## config.mk

```make
export PLATFORM = sky130hd
export DESIGN_NAME = imem_loader
export DESIGN_NICKNAME = d
export VERILOG_FILES = /design/src/rtl/imem_loader.sv
export SDC_FILE = /design/constraint.sdc
export NUM_CORES = 1
export LEC_CHECK = 0
export CORE_MARGIN = 5
export CORE_UTILIZATION = 35
export DETAILED_ROUTE_END_ITERATION = 10
export PLACE_DENSITY = 0.59
export SYNTH_ARGS = -nofsm -noshare
export SYNTH_HDL_FRONTEND = slang
export SYNTH_SLANG_ARGS = --single-unit
```

## constraint.sdc

```tcl
create_clock -name clk -period 1.7 [get_ports clk]
set_input_delay 0.34 -clock clk [delete_from_list [all_inputs] [get_ports clk]]
set_output_delay 0.34 -clock clk [all_outputs]
set_load 0.02 [all_outputs]
```

## src/rtl/imem_loader.sv

```systemverilog
// imem_loader: assembles a little-endian byte stream into 32-bit words and writes
// them to instruction memory from word 0, holding the CPU in reset until loaded.
// Optional trailing XOR checksum byte: define IMEM_LOADER_CHECKSUM_EN.

module imem_loader #(
  parameter int ADDR_W = 7,
  parameter int CNT_W  = 16
) (
  input  logic              clk,
  input  logic              rstn,
  input  logic              start,
  input  logic              rx_valid,
  input  logic [7:0]        rx_data,
  output logic              rx_ready,
  output logic              im_we,
  output logic [ADDR_W-1:0] im_addr,
  output logic [31:0]       im_wdata,
  output logic              cpu_rstn,
  output logic              busy,
  output logic              done,
  output logic              err,
  output logic [ADDR_W:0]   words_loaded
);

  // state | meaning
  // IDLE  | waiting for the first start
  // LEN0  | accepting word-count low byte
  // LEN1  | accepting word-count high byte, range check
  // DATA  | accepting data bytes of the current word
  // WR    | write pulse cycle, decides next word or end of frame
  // CSUM  | accepting the checksum byte (checksum build only)
  // DONE  | program loaded, CPU released
  // ERR   | load aborted, CPU held in reset
  localparam logic [2:0] IDLE = 3'd0;
  localparam logic [2:0] LEN0 = 3'd1;
  localparam logic [2:0] LEN1 = 3'd2;
  localparam logic [2:0] DATA = 3'd3;
  localparam logic [2:0] WR   = 3'd4;
  localparam logic [2:0] DONE = 3'd6;
  localparam logic [2:0] ERR  = 3'd7;
`ifdef IMEM_LOADER_CHECKSUM_EN
  localparam logic [2:0] CSUM = 3'd5;
  localparam logic [2:0] AFTER_DATA = CSUM;
`else
  localparam logic [2:0] AFTER_DATA = DONE;
`endif

  localparam logic [CNT_W-1:0] DEPTH_N = CNT_W'(1 << ADDR_W);

  logic [2:0]       state;
  logic [2:0]       state_nxt;
  logic             rdy_nxt;
  logic             busy_nxt;
  logic [CNT_W-1:0] len;
  logic [CNT_W-1:0] hdr_n;
  logic [1:0]       byte_idx;
  logic [23:0]      word_buf;
  logic             acc;
  logic             last_word;
`ifdef IMEM_LOADER_CHECKSUM_EN
  logic [7:0]       csum;
`endif

  assign acc       = rx_valid && rx_ready;
  assign hdr_n     = CNT_W'({rx_data, len[7:0]});
  assign last_word = (CNT_W'(words_loaded) == len);

  always_comb begin
    state_nxt = state;
    case (state)
      IDLE: if (start) state_nxt = LEN0;
      LEN0: if (acc) state_nxt = LEN1;
      LEN1: begin
        if (acc) begin
          if (hdr_n > DEPTH_N) state_nxt = ERR;
          else if (hdr_n == '0) state_nxt = AFTER_DATA;
          else state_nxt = DATA;
        end
      end
      DATA: if (acc && byte_idx == 2'd3) state_nxt = WR;
      WR:   state_nxt = last_word ? AFTER_DATA : DATA;
`ifdef IMEM_LOADER_CHECKSUM_EN
      CSUM: if (acc) state_nxt = (rx_data == csum) ? DONE : ERR;
`endif
      DONE, ERR: if (start) state_nxt = LEN0;
      default: state_nxt = IDLE;
    endcase

    rdy_nxt = (state_nxt == LEN0) || (state_nxt == LEN1) || (state_nxt == DATA);
`ifdef IMEM_LOADER_CHECKSUM_EN
    if (state_nxt == CSUM) rdy_nxt = 1'b1;
`endif
    busy_nxt = rdy_nxt || (state_nxt == WR);
  end

  // Status outputs are registered from the next state so they line up with it.
  always_ff @(posedge clk) begin
    if (!rstn) begin
      state        <= IDLE;
      rx_ready     <= 1'b0;
      im_we        <= 1'b0;
      im_addr      <= '0;
      im_wdata     <= '0;
      cpu_rstn     <= 1'b0;
      busy         <= 1'b0;
      done         <= 1'b0;
      err          <= 1'b0;
      words_loaded <= '0;
      len          <= '0;
      byte_idx     <= '0;
      word_buf     <= '0;
`ifdef IMEM_LOADER_CHECKSUM_EN
      csum         <= '0;
`endif
    end else begin
      state    <= state_nxt;
      rx_ready <= rdy_nxt;
      busy     <= busy_nxt;
      done     <= (state_nxt == DONE);
      cpu_rstn <= (state_nxt == DONE);
      err      <= (state_nxt == ERR);
      im_we    <= 1'b0;
      case (state)
        IDLE, DONE, ERR: begin
          if (start) begin
            words_loaded <= '0;
            len          <= '0;
            byte_idx     <= '0;
            word_buf     <= '0;
`ifdef IMEM_LOADER_CHECKSUM_EN
            csum         <= '0;
`endif
          end
        end
        LEN0: if (acc) len <= CNT_W'(rx_data);
        LEN1: if (acc) len <= hdr_n;
        DATA: begin
          if (acc) begin
            byte_idx <= byte_idx + 2'd1;
            word_buf <= {rx_data, word_buf[23:8]};
`ifdef IMEM_LOADER_CHECKSUM_EN
            csum     <= csum ^ rx_data;
`endif
            if (byte_idx == 2'd3) begin
              im_we        <= 1'b1;
              im_addr      <= words_loaded[ADDR_W-1:0];
              im_wdata     <= {rx_data, word_buf};
              words_loaded <= words_loaded + (ADDR_W+1)'(1);
            end
          end
        end
        default: ;
      endcase
    end
  end

endmodule

```

# == Word level (Yosys, flattened, before mapping) ==
# Index checks and enable logic that the tools add are counted.
# totals
inputBits,12
elab_cells,76
regBits,97
output_inout_bits,53
# op_classes
mux,23
n_lt_le_gt_ge,1
n_eq_ne,19
n_reduce_logical,17
add_sub_neg,2
bitwise,1
# op_table
cell,count
$mux 16,3
$mux 24,2
$pmux 16 s3,1
$pmux 24 s2,1
$mux 8,3
$mux 3,7
$eq 3x3->1 const B,6
$eq 8x16->1,1
$gt 16x8->1 const B,1
$logic_not 16->1,1
$pmux 8 s2,1
$pmux 3 s5,1
$eq 3x2->1 const B,4
$reduce_and 4->1,3
$reduce_and 3->1,3
$add 8x1->8 const B,1
$ne 2x2->1 const B,4
$eq 3x1->1 const B,2
$mux 2,2
$pmux 2 s2,1
$reduce_bool 2->1,2
$logic_not 3->1,1
$logic_or 1x1->1,3
$reduce_bool 3->1,1
other kinds (7),8

# == Longest topological paths before layout ==
# Gate-level depths: netlist of run 1.
# logic_depth
word_depth,9
mapped_depth,8
ltp_nobuf,6

# == Worst setup path after synthesis of run 1 ==
# Ideal clock, no wire load.
# synth_timing
kind,register to register
from,reg byte_idx[0]
to,reg busy
arrival_ps,1689
required_ps,1614
setup_slack_ps,-76
setup_ps,86
synth_period_minus_slack_ps,1776
path_buffers,2
stages_incl_launch_ff,9
cell_sequence,dfxtp_1 > ha_1 > and3_1 > buf_2 > and2_1 > clkbuf_1 > a31oi_1 > a31oi_4 > a221oi_2
# synth_via
elab_chain_len,8
word_cells_on_any_way,11
classes_between,eq/ne (5); mux (2); reduce/logical (4)
# synth_rtl
item,line_no,rtl
from (decl),56,logic [1:0] byte_idx;
from (signal assigned),139,byte_idx <= byte_idx + 2'd1;
$eq 2x2->1 *,80,DATA: if (acc && byte_idx == 2'd3) state_nxt = WR;
$logic_and 1x1->1 *,80,
$mux 3 *,80,
$pmux 3 s5 *,70,case (state)
$eq 3x1->1 or $eq 3x2->1 (tied branches),89,rdy_nxt = (state_nxt == LEN0) || (state_nxt == LEN1) || (state_nxt == DATA);
$logic_or 1x1->1 (2 in a row),89,
$logic_or 1x1->1 *,93,busy_nxt = rdy_nxt || (state_nxt == WR);
to (signal assigned),118,busy <= busy_nxt;
to (decl),19,"output logic busy,"
# Mark *: on every way between the ends. The rest lies on a longest branch, timed or not.
# A chain may end at the register's enable or synchronous reset.

# == Final worst setup path of run 1 ==
# layout_timing
from,in rx_data[7]
to,reg rx_ready
# layout_via
elab_chain_len,8
word_cells_on_any_way,11
classes_between,order compare (1); eq/ne (3); mux (4); reduce/logical (3)
# layout_rtl
item,line_no,rtl
from (decl),13,"input logic [7:0] rx_data,"
branches (longest 2 deep; another with $gt 16x8->1),n/a,
$mux 3 *,75,if (hdr_n > DEPTH_N) state_nxt = ERR;
$mux 3 *,74,if (acc) begin
$pmux 3 s5 *,70,
$eq 3x1->1 or $eq 3x2->1 (tied branches),89,
$logic_or 1x1->1,89,
$logic_or 1x1->1 *,89,
to (signal assigned),117,rx_ready <= rdy_nxt;
to (decl),14,"output logic rx_ready,"
# Every way passes the cells marked *.

==> impl_metrics.json, run 1 <==
{
  "status": "finished with violations",
  "violations": "negative setup slack",
  "p_leak_nw": 2.10,
  "clk_latency_ps": 350,
  "critPathBufInv": 1,
  "gp_congestion": 0.877,
  "tns_ps": -667,
  "ys_top_cells_by_area": "dfxtp_1 (50%), nand2_1 (9.8%), a21oi_1 (8.2%)",
  "maxCapViolCount": 0,
  "start_kind": "input pin",
  "synth-seq-cells": 97,
  "drt-initial-drc-count": 219,
  "yosysSeqAreaShare_pct": 49.5,
  "yosysWarningCount": 0,
  "slew_headroom_pct": 77.4,
  "die_width_um": 116,
  "post-cts-setup-buffer-count": 0,
  "ir_drop_mv": 0.659,
  "ant_nets": 0,
  "synth_edf_count": 0,
  "startpoint": "rx_data[7]",
  "slew_viol_final": 0,
  "cts_tree": "built",
  "worstMarginPinSlew_ps": 335,
  "synth_flop_cell": "dfxtp_1",
  "fill_cells": 1095,
  "antenna_found_initial": 0,
  "finalHoldViolCount": 0,
  "path_cells": "clkdlybuf4s50_1 -> or4_4 -> nor4b_2 -> o2bb2ai_1 -> o22ai_2 -> a311oi_1",
  "synth_top_area_share_pct": 49.5,
  "track_usage_pct": 16.5,
  "ctsHoldBuffers": 0,
  "place_area_um2": 5090,
  "fin_crit_sh_pct": 108,
  "avgViaCountPerCell": 5.09,
  "core_area_um2": 10900,
  "start_util_pct": 35.9,
  "finalNetCount": 572,
  "synth_nets": 479,
  "dr.pass1.iters": 4,
  "clkSinkCount": 97,
  "worstReg2RegStart": "len[15]",
  "post-route-util_pct": 49.9,
  "setup_slack_ps": -139,
  "diodes": 0,
  "drc": 0,
  "grt_pass1_wl_mm": 17.5,
  "fp-row-count": 38,
  "arrival_ps": 2070,
  "netlist_top_cells_count": "nand2_1 (102), dfxtp_1 (97), a21oi_1 (64), nor2_1 (36), a22oi_1 (25)",
  "multiInputGateArea_um2": 1870,
  "cts.htree.levels": 3,
  "seq_area_um2": 1950,
  "fmax_ghz": 0.544,
  "critPathMaxFanout": 5,
  "wirelength_mm": 10.6,
  "skew_ps": 7.94,
  "final_cell_area_um2": 5460,
  "grt_remaining_overflow": 0,
  "cts_root_buffer": "clkbuf_16",
  "grt_max_degree": 42,
  "yosys.area.top_type": "dfxtp_1",
  "synth_cell_type_count": 49,
  "vias": 3581,
  "rsz0062_at_grt": "true",
  "endpoint_kind": "flop",
  "grt_pass1_vias": 3499,
  "die_h_um": 116,
  "cts_max_path_buffers": 2,
  "setup_viol": 6,
  "numCtsBuffers": 9,
  "synthArstFlopShare_pct": 0,
  "max_stage_delay_ps": 570,
  "syn_area_um2": 3920,
  "drive_above_1_share_pct": 17.6,
  "clk_pin_slew_ps": 80,
  "hold_class": "reg2reg",
  "die_area_um2": 13400,
  "yosysMostFrequentCell": "nand2_1",
  "dp_hpwl_mm": 7.69,
  "syn_area_per_cell_um2": 8.44,
  "critical_path.top_delay_family": "simple AND/OR/NAND/NOR gates",
  "port_buffers": 64,
  "avgRoutedWirePerCell_um": 15.1,
  "p_per_area_nw_per_um2": 884,
  "synthCells": 465,
  "ioPinCount": 65,
  "slowest_stage": "or4_4",
  "fin_crit_ps": 1840,
  "pre_cts_slack_ps": -600,
  "critPathKind": "in2reg",
  "hold_start": "im_wdata[30]",
  "area_delta_synth_final_pct": 39.1,
  "crit_required_ps": 1930
}
==> layer usage <==
layer | track usage, % | share of wire, %
met5 | 0 | 0
met3 | 3.55 | 4.0
met4 | 6.73 | 1.9
met2 | 27.6 | 49
met1 | 20.7 | 45
==> cell type report <==
cell class / instances / area share [%]
Inverter: 8 / 0.550
Clock inverter: 7 / 1.33
Multi-Input combinational cell: 327 / 34.3
Clock buffer: 9 / 4.13
Timing Repair Buffer: 115 / 20.8
Sequential cell: 97 / 35.7
Tap cell: 140 / 3.21
==> cells by family (layout without fill, tap and decap cells) <==
| family | after synthesis | count (layout) | synth area share, % |
|---|---|---|---|
| adders and majority gates | 2 | 2 | 0.638 |
| DFF | 97 | 97 | 49.5 |
| muxes | 3 | 3 | 0.766 |
| buffers and inverters | 41 | 139 | 4.34 |
| xor gates and xnor gates | 9 | 9 | 2.01 |
| AOI/OAI and AO/OA | 117 | 117 | 19.4 |
| and+or+nand+nor | 196 | 196 | 23.3 |
==> path summary, 6_finish.rpt <==
kind	endpoint	cells past startpoint	slack, ps
max	rx_ready	6	-140
max reg2reg	rx_ready	5	-130
min	im_wdata[30]	2	460
min reg2reg	im_wdata[30]	2	460
==> through the flow <==
| stage | cells | power (W) | hold WS [ps] |
|---|---|---|---|
| 2_1_floorplan | 465 | 0.00260 | 431 |
| 3_3_place_gp | 687 | 0.00282 | 442 |
| 3_5_place_dp | 687 | 0.00282 | 446 |
| 4_1_cts | 703 | 0.00486 | 459 |
| 5_1_grt | 703 | 0.00501 | 476 |
| 6_report | 703 | 0.00482 | 457 |
==> repair_timing <==
item | 4_1_cts | 5_1_grt
pin swaps | 8 | 2
resized for setup | 20 | 14
hold endpoints to repair | 0 | 0
gates cloned | 0 | 0
setup endpoints to repair | 18 | 41
==> sequential cells by signal (all words and copies together) (netlist names) <==
name / cells
words_loaded: 8
len: 16
im_addr: 7
word_buf: 24
done: 1
im_we: 1
state: 3
rx_ready: 1
byte_idx: 2
err: 1
im_wdata: 32
busy: 1
==> worst register-to-register path, cell delays in order (launching register included) <==
cell and delay (ps):
dfxtp_1 320, or4_4 570, nor4_4 330, a31oi_1 150, o22ai_2 210, a311oi_1 130
==> cells in the final DEF, fill, tap and decap left out, drive strengths merged, types with 2 or more instances in the layout <==
cell	netlist	final
o31ai	4	4
a31o	2	2
buf	11	51
a22oi	25	25
inv	7	12
nand2b	4	4
o21a	2	2
dfxtp	97	97
nand3	21	21
dlymetal6s2s	0	7
nor3	4	4
a311oi	3	3
clkdlybuf4s50	0	47
a31oi	5	5
nor2	36	36
mux2i	3	3
nand2	102	102
o21ai	4	4
and2	5	5
nor3b	2	2
dlygate4sd2	0	10
clkbuf	22	9
ha	2	2
and3	2	2
or4	7	7
a21oi	64	64
or3	2	2
nor4	5	5
xor2	8	8
o31a	2	2
clkinv	1	2
==> power breakdown <==
part / switching [W] / internal [W]
logic: 0.000253 / 0.000216
clock network: 0.00100 / 0.00104
registers: 0.0000185 / 0.00229
Note: power is estimated with default switching activity, not from simulation.
==> inputs of run 2 (changes only) <==
Settings changed: CORE_ASPECT_RATIO set to 0.75, GPL_TIMING_DRIVEN set to 0, TNS_END_PERCENT set to 10.
==> run 2 against run 1 <==
The flow still finishes with violations (negative setup slack). Via count fell by 0.36%. Non-clock buffer count fell by 16. Cell area fell by 3.6%. Count of clock-buffer cells in the layout rose by 1. Clock skew fell by 2.4 ps. Clock power barely moved. Critical endpoint unchanged.
==> impl_metrics.json, run 2 (synthesis gave the netlist of run 1 again) <==
{
  "status": "finished with violations",
  "violations": "negative setup slack",
  "cts_root_buffer": "clkbuf_16",
  "fin_crit_sh_pct": 115,
  "hold_class": "in2reg",
  "grt_remaining_overflow": 0,
  "start_util_pct": 35.8,
  "finalNetCount": 556,
  "diodes": 0,
  "ir_drop_mv": 0.518,
  "top_register": "im_wdata",
  "endpoint_kind": "flop",
  "avgRoutedWirePerCell_um": 15.9,
  "hold_slack_ps": 403,
  "setup_slack_ps": -250,
  "arrival_ps": 2160,
  "die_area_um2": 13400,
  "skew_ps": 5.56,
  "cts_tree": "built",
  "fmax_ghz": 0.513,
  "finalHoldViolCount": 0,
  "clkSinkCount": 97,
  "port_buffers": 64,
  "critPathKind": "reg2reg",
  "area_delta_synth_final_pct": 34.1,
  "vias": 3568,
  "clock_power_share_pct": 42.5,
  "p_leak_nw": 1.87,
  "switchingPower_w": 0.00118,
  "cts_max_path_buffers": 2,
  "power.internal_w": 0.00359,
  "ioPinCount": 65,
  "dp_hpwl_mm": 7.95,
  "p_per_area_nw_per_um2": 907,
  "grt_max_degree": 17,
  "maxCapViolCount": 0,
  "largestRegisters": "im_wdata: 32 flops, word_buf: 24 flops, len: 16 flops",
  "start_kind": "flop",
  "ant_nets": 0,
  "fp-row-count": 33,
  "drt-initial-drc-count": 341,
  "dr.pass1.iters": 5,
  "numCtsBuffers": 9,
  "core_area_um2": 10900,
  "grt_pass1_vias": 3349,
  "slew_viol_final": 0,
  "final_cell_mix": "nand2_1 (101), dfxtp_1 (92), a21oi_1 (62)",
  "drc": 0,
  "combPwrFrac_pct": 8.8,
  "cts.htree.levels": 3,
  "critPathMaxFanout": 3,
  "largest_reg_flops": 32,
  "total_power_w": 0.00477,
  "wirelength_mm": 10.9,
  "crit_required_ps": 1910,
  "slew_headroom_pct": 63.7,
  "antenna_found_initial": 0,
  "grt_pass1_wl_mm": 17.5,
  "power_switching_share_pct": 24.6,
  "clk_latency_ps": 350,
  "drive_above_1_share_pct": 14.8,
  "die_width_um": 132,
  "fin_crit_ps": 1950,
  "rsz0062_at_grt": "true",
  "gp_congestion": 0.875,
  "track_usage_pct": 16.3,
  "power_frac_seq_pct": 48.6,
  "clk_pin_slew_ps": 60,
  "final_common_cell": "nand2_1",
  "ctsHoldBuffers": 0,
  "setup_viol": 10,
  "worstMarginPinSlew_ps": 545,
  "die_h_um": 102,
  "avgViaCountPerCell": 5.19
}
-- run 2: changes by cell type in the layout (fill, tap and decap cells not counted), moves of 3 or more --
cell / change
buf_12: -8
buf_2: +5
buf_4: -32
buf_6: +3
clkbuf_1: +9
clkbuf_2: +3
clkbuf_4: +5
dlygate4sd2_1: +6
dlymetal6s2s_1: -6
-- run 2: final cells by class --
type | count | area (µm²)
Fill cell | 1046 | 5680
Multi-Input combinational cell | 327 | 1950
Sequential cell | 97 | 1950
Timing Repair Buffer | 68 | 651
Clock buffer | 10 | 229
Buffer | 31 | 204
Tap cell | 140 | 175
Clock inverter | 6 | 67.6
Inverter | 8 | 33.8
-- run 2: power groups by stage --
stage	clock network (W)	registers, W	logic (W)
2_1_floorplan	0	0.00237	0.000229
5_1_grt	0.00217	0.00232	0.000457
3_5_place_dp	0	0.00237	0.000367
6_report	0.00203	0.00232	0.000421
3_3_place_gp	0	0.00237	0.000363
4_1_cts	0.00207	0.00232	0.000372
-- run 2: metrics by stage --
stage                     setup TNS, ps  area (µm²)  util, %  cells  worst slack, ps
final                             -1480        5260     48.1    687             -250
after global routing              -2390        5260     48.1    687             -305
after CTS                         -2080        5100     46.6    683             -243
after detailed placement         -54080        4750     43.4    669             -821
after global placement           -51670        4750     43.4    669             -810
after floorplan                   -47.9        3930        -    465            -27.2
-- run 2: worst max-delay path, stage by stage, from the launching register on --
cell and delay [ps]:
dfxtp_2 330, or4_4 540, nor4_4 340, buf_4 170, nand4b_4 110, a31oi_4 240, a311oi_1 90
-- run 2: final timing paths --
path                from      endpoint  slack (ps)  cells after the start
max              len[15]      rx_ready        -250                      6
min reg2reg  im_wdata[2]   im_wdata[2]         450                      2
max reg2reg      len[15]      rx_ready        -250                      6
min           rx_data[2]  im_wdata[26]         400                      3
-- run 2: what timing repair did --
item                       4_1_cts  5_1_grt
resized for setup               50       39
pin swaps                       11       11
gates cloned                     0        0
hold endpoints to repair         0        0
setup endpoints to repair      104       76
buffers inserted                 0        4
-- run 2: metal layers --
layer / global-route usage (%) / wire [µm]
met3: 4.72 / 716
met2: 23.1 / 4330
met1: 24.4 / 5720
met5: 0 / 0
met4: 3.83 / 129
==> inputs of run 3 (changes only) <==
Settings changed: CELL_PAD_IN_SITES_DETAIL_PLACEMENT set to 1, CELL_PAD_IN_SITES_GLOBAL_PLACEMENT set to 1, PLACE_DENSITY 0.59 to 0.75, SLEW_MARGIN set to 10.
==> run 3 against run 2 <==
The flow still finishes with violations (negative setup slack). Core utilization about the same. Flip-flop and latch count unchanged. Worst hold slack gained 54 ps. Critical path type unchanged.
==> impl_metrics.json, run 3 (synthesis gave the netlist of run 1 again) <==
{
  "ioPinCount": 65,
  "finalHoldViolCount": 0,
  "use_met2_pct": 27.6,
  "arrival_ps": 2140,
  "hold_class": "reg2reg",
  "grt_pass1_vias": 3705,
  "port_buffers": 64,
  "top_register": "im_wdata",
  "endpoint_kind": "flop",
  "r2r_slack_ps": -220,
  "grt_util_met3_pct": 4.72,
  "worstMarginPinSlew_ps": 596,
  "rsz0062_at_grt": "true",
  "core_area_um2": 10900,
  "maxCapViolCount": 0,
  "antenna_found_initial": 0,
  "numCtsBuffers": 9,
  "start_kind": "flop",
  "crit_required_ps": 1910,
  "fin_crit_sh_pct": 113,
  "fmax_ghz": 0.520,
  "switchingPower_w": 0.00119,
  "clk_latency_ps": 340,
  "avgViaCountPerCell": 5.30,
  "die_area_um2": 13400,
  "largestRegisters": "im_wdata: 32 flops, word_buf: 24 flops, len: 16 flops",
  "final_common_cell": "nand2_1",
  "vias": 3646,
  "setup_slack_ps": -224,
  "ctsHoldBuffers": 0,
  "total_power_w": 0.00493,
  "cts_root_buffer": "clkbuf_16",
  "clkSinkCount": 97,
  "setup_viol": 11,
  "cts_tree": "built",
  "p_per_area_nw_per_um2": 937,
  "fin_crit_ps": 1920,
  "status": "finished with violations",
  "clk_pin_slew_ps": 70,
  "dp_hpwl_mm": 8.98,
  "track_usage_pct": 18.1,
  "p_leak_nw": 1.90,
  "slew_viol_final": 0,
  "power_frac_seq_pct": 47.1,
  "violations": "negative setup slack",
  "grt_pass1_wl_mm": 19.6,
  "skew_ps": 4.53,
  "power.internal_w": 0.00374,
  "cts.htree.levels": 3,
  "grt_max_degree": 17,
  "cts_max_path_buffers": 2,
  "grt_remaining_overflow": 0,
  "place_area_um2": 4750,
  "final_cell_mix": "nand2_1 (101), dfxtp_1 (93), a21oi_1 (62)",
  "diodes": 0,
  "ir_drop_mv": 0.474,
  "area_delta_synth_final_pct": 34.0,
  "grt.busiest_layer": "met2",
  "fill_cells": 1282,
  "power_switching_share_pct": 24.1,
  "final_cell_area_um2": 5260,
  "start_util_pct": 35.8,
  "fp-row-count": 33,
  "largest_reg_flops": 32,
  "ant_nets": 0,
  "wirelength_mm": 12.4,
  "drc": 0,
  "critPathKind": "reg2reg",
  "critPathMaxFanout": 5,
  "drt-initial-drc-count": 247,
  "die_h_um": 102,
  "die_width_um": 132,
  "gp_congestion": 0.856,
  "drive_above_1_share_pct": 14.2,
  "combPwrFrac_pct": 8.7,
  "grt_use_met1_pct": 26.2,
  "dr.pass1.iters": 4,
  "clock_power_share_pct": 44.2,
  "tns_ps": -1410,
  "hold_slack_ps": 456,
  "finalNetCount": 557,
  "slew_headroom_pct": 60.2,
  "avgRoutedWirePerCell_um": 18.0
}
run 3: repair_timing:
action,4_1_cts,5_1_grt
pin swaps,8,9
setup endpoints to repair,103,75
resized for setup,55,27
buffers inserted,0,4
run 3: area by class of cell:
| class | instances | area (µm²) | area share [%] |
|---|---|---|---|
| repair buffers | 68 | 653 | 12.4 |
| multi-input cells | 327 | 1930 | 36.7 |
| clock buffers | 10 | 229 | 4.36 |
| clock inverters | 6 | 90.1 | 1.71 |
| inverters | 8 | 30.0 | 0.571 |
| plain buffers | 32 | 201 | 3.83 |
| flip-flops and latches | 97 | 1950 | 37.0 |
| well taps | 140 | 175 | 3.33 |
run 3: critical path: stages, from the launching register on:
cell      delay, ps
dfxtp_1         310
or4_4           540
nor4_4          370
a31oi_1         160
o22ai_2         270
a311oi_1        140
run 3: path summary, 6_finish.rpt:
path	end	start	depth (start not counted)
min	im_wdata[2]	im_wdata[2]	2
max	rx_ready	len[15]	5
max reg2reg	rx_ready	len[15]	5
min reg2reg	im_wdata[2]	im_wdata[2]	2
run 3: metal layers:
layer | vias to the layer above | share of wire (%)
met5 | - | 0
met4 | 0 | 0.78
met3 | 8 | 6.4
met2 | 86 | 44
met1 | 1779 | 49
li1 | 1773 | -
run 3: through the flow:
step                      util (%)  setup WS [ps]  cells
after floorplan                  -          -27.2    465
after global placement        43.4           -840    669
after detailed placement      43.4           -809    669
after CTS                     47.0           -257    684
after global routing          48.1           -301    688
final                         48.1           -224    688
run 3: power by group through the flow:
stage / sequential, W / clock (W) / combinational [W]
after CTS: 0.00232 / 0.00222 / 0.000387
after global routing: 0.00232 / 0.00232 / 0.000459
after detailed placement: 0.00237 / 0 / 0.000377
after floorplan: 0.00237 / 0 / 0.000229
after global placement: 0.00237 / 0 / 0.000364
final: 0.00232 / 0.00218 / 0.000428
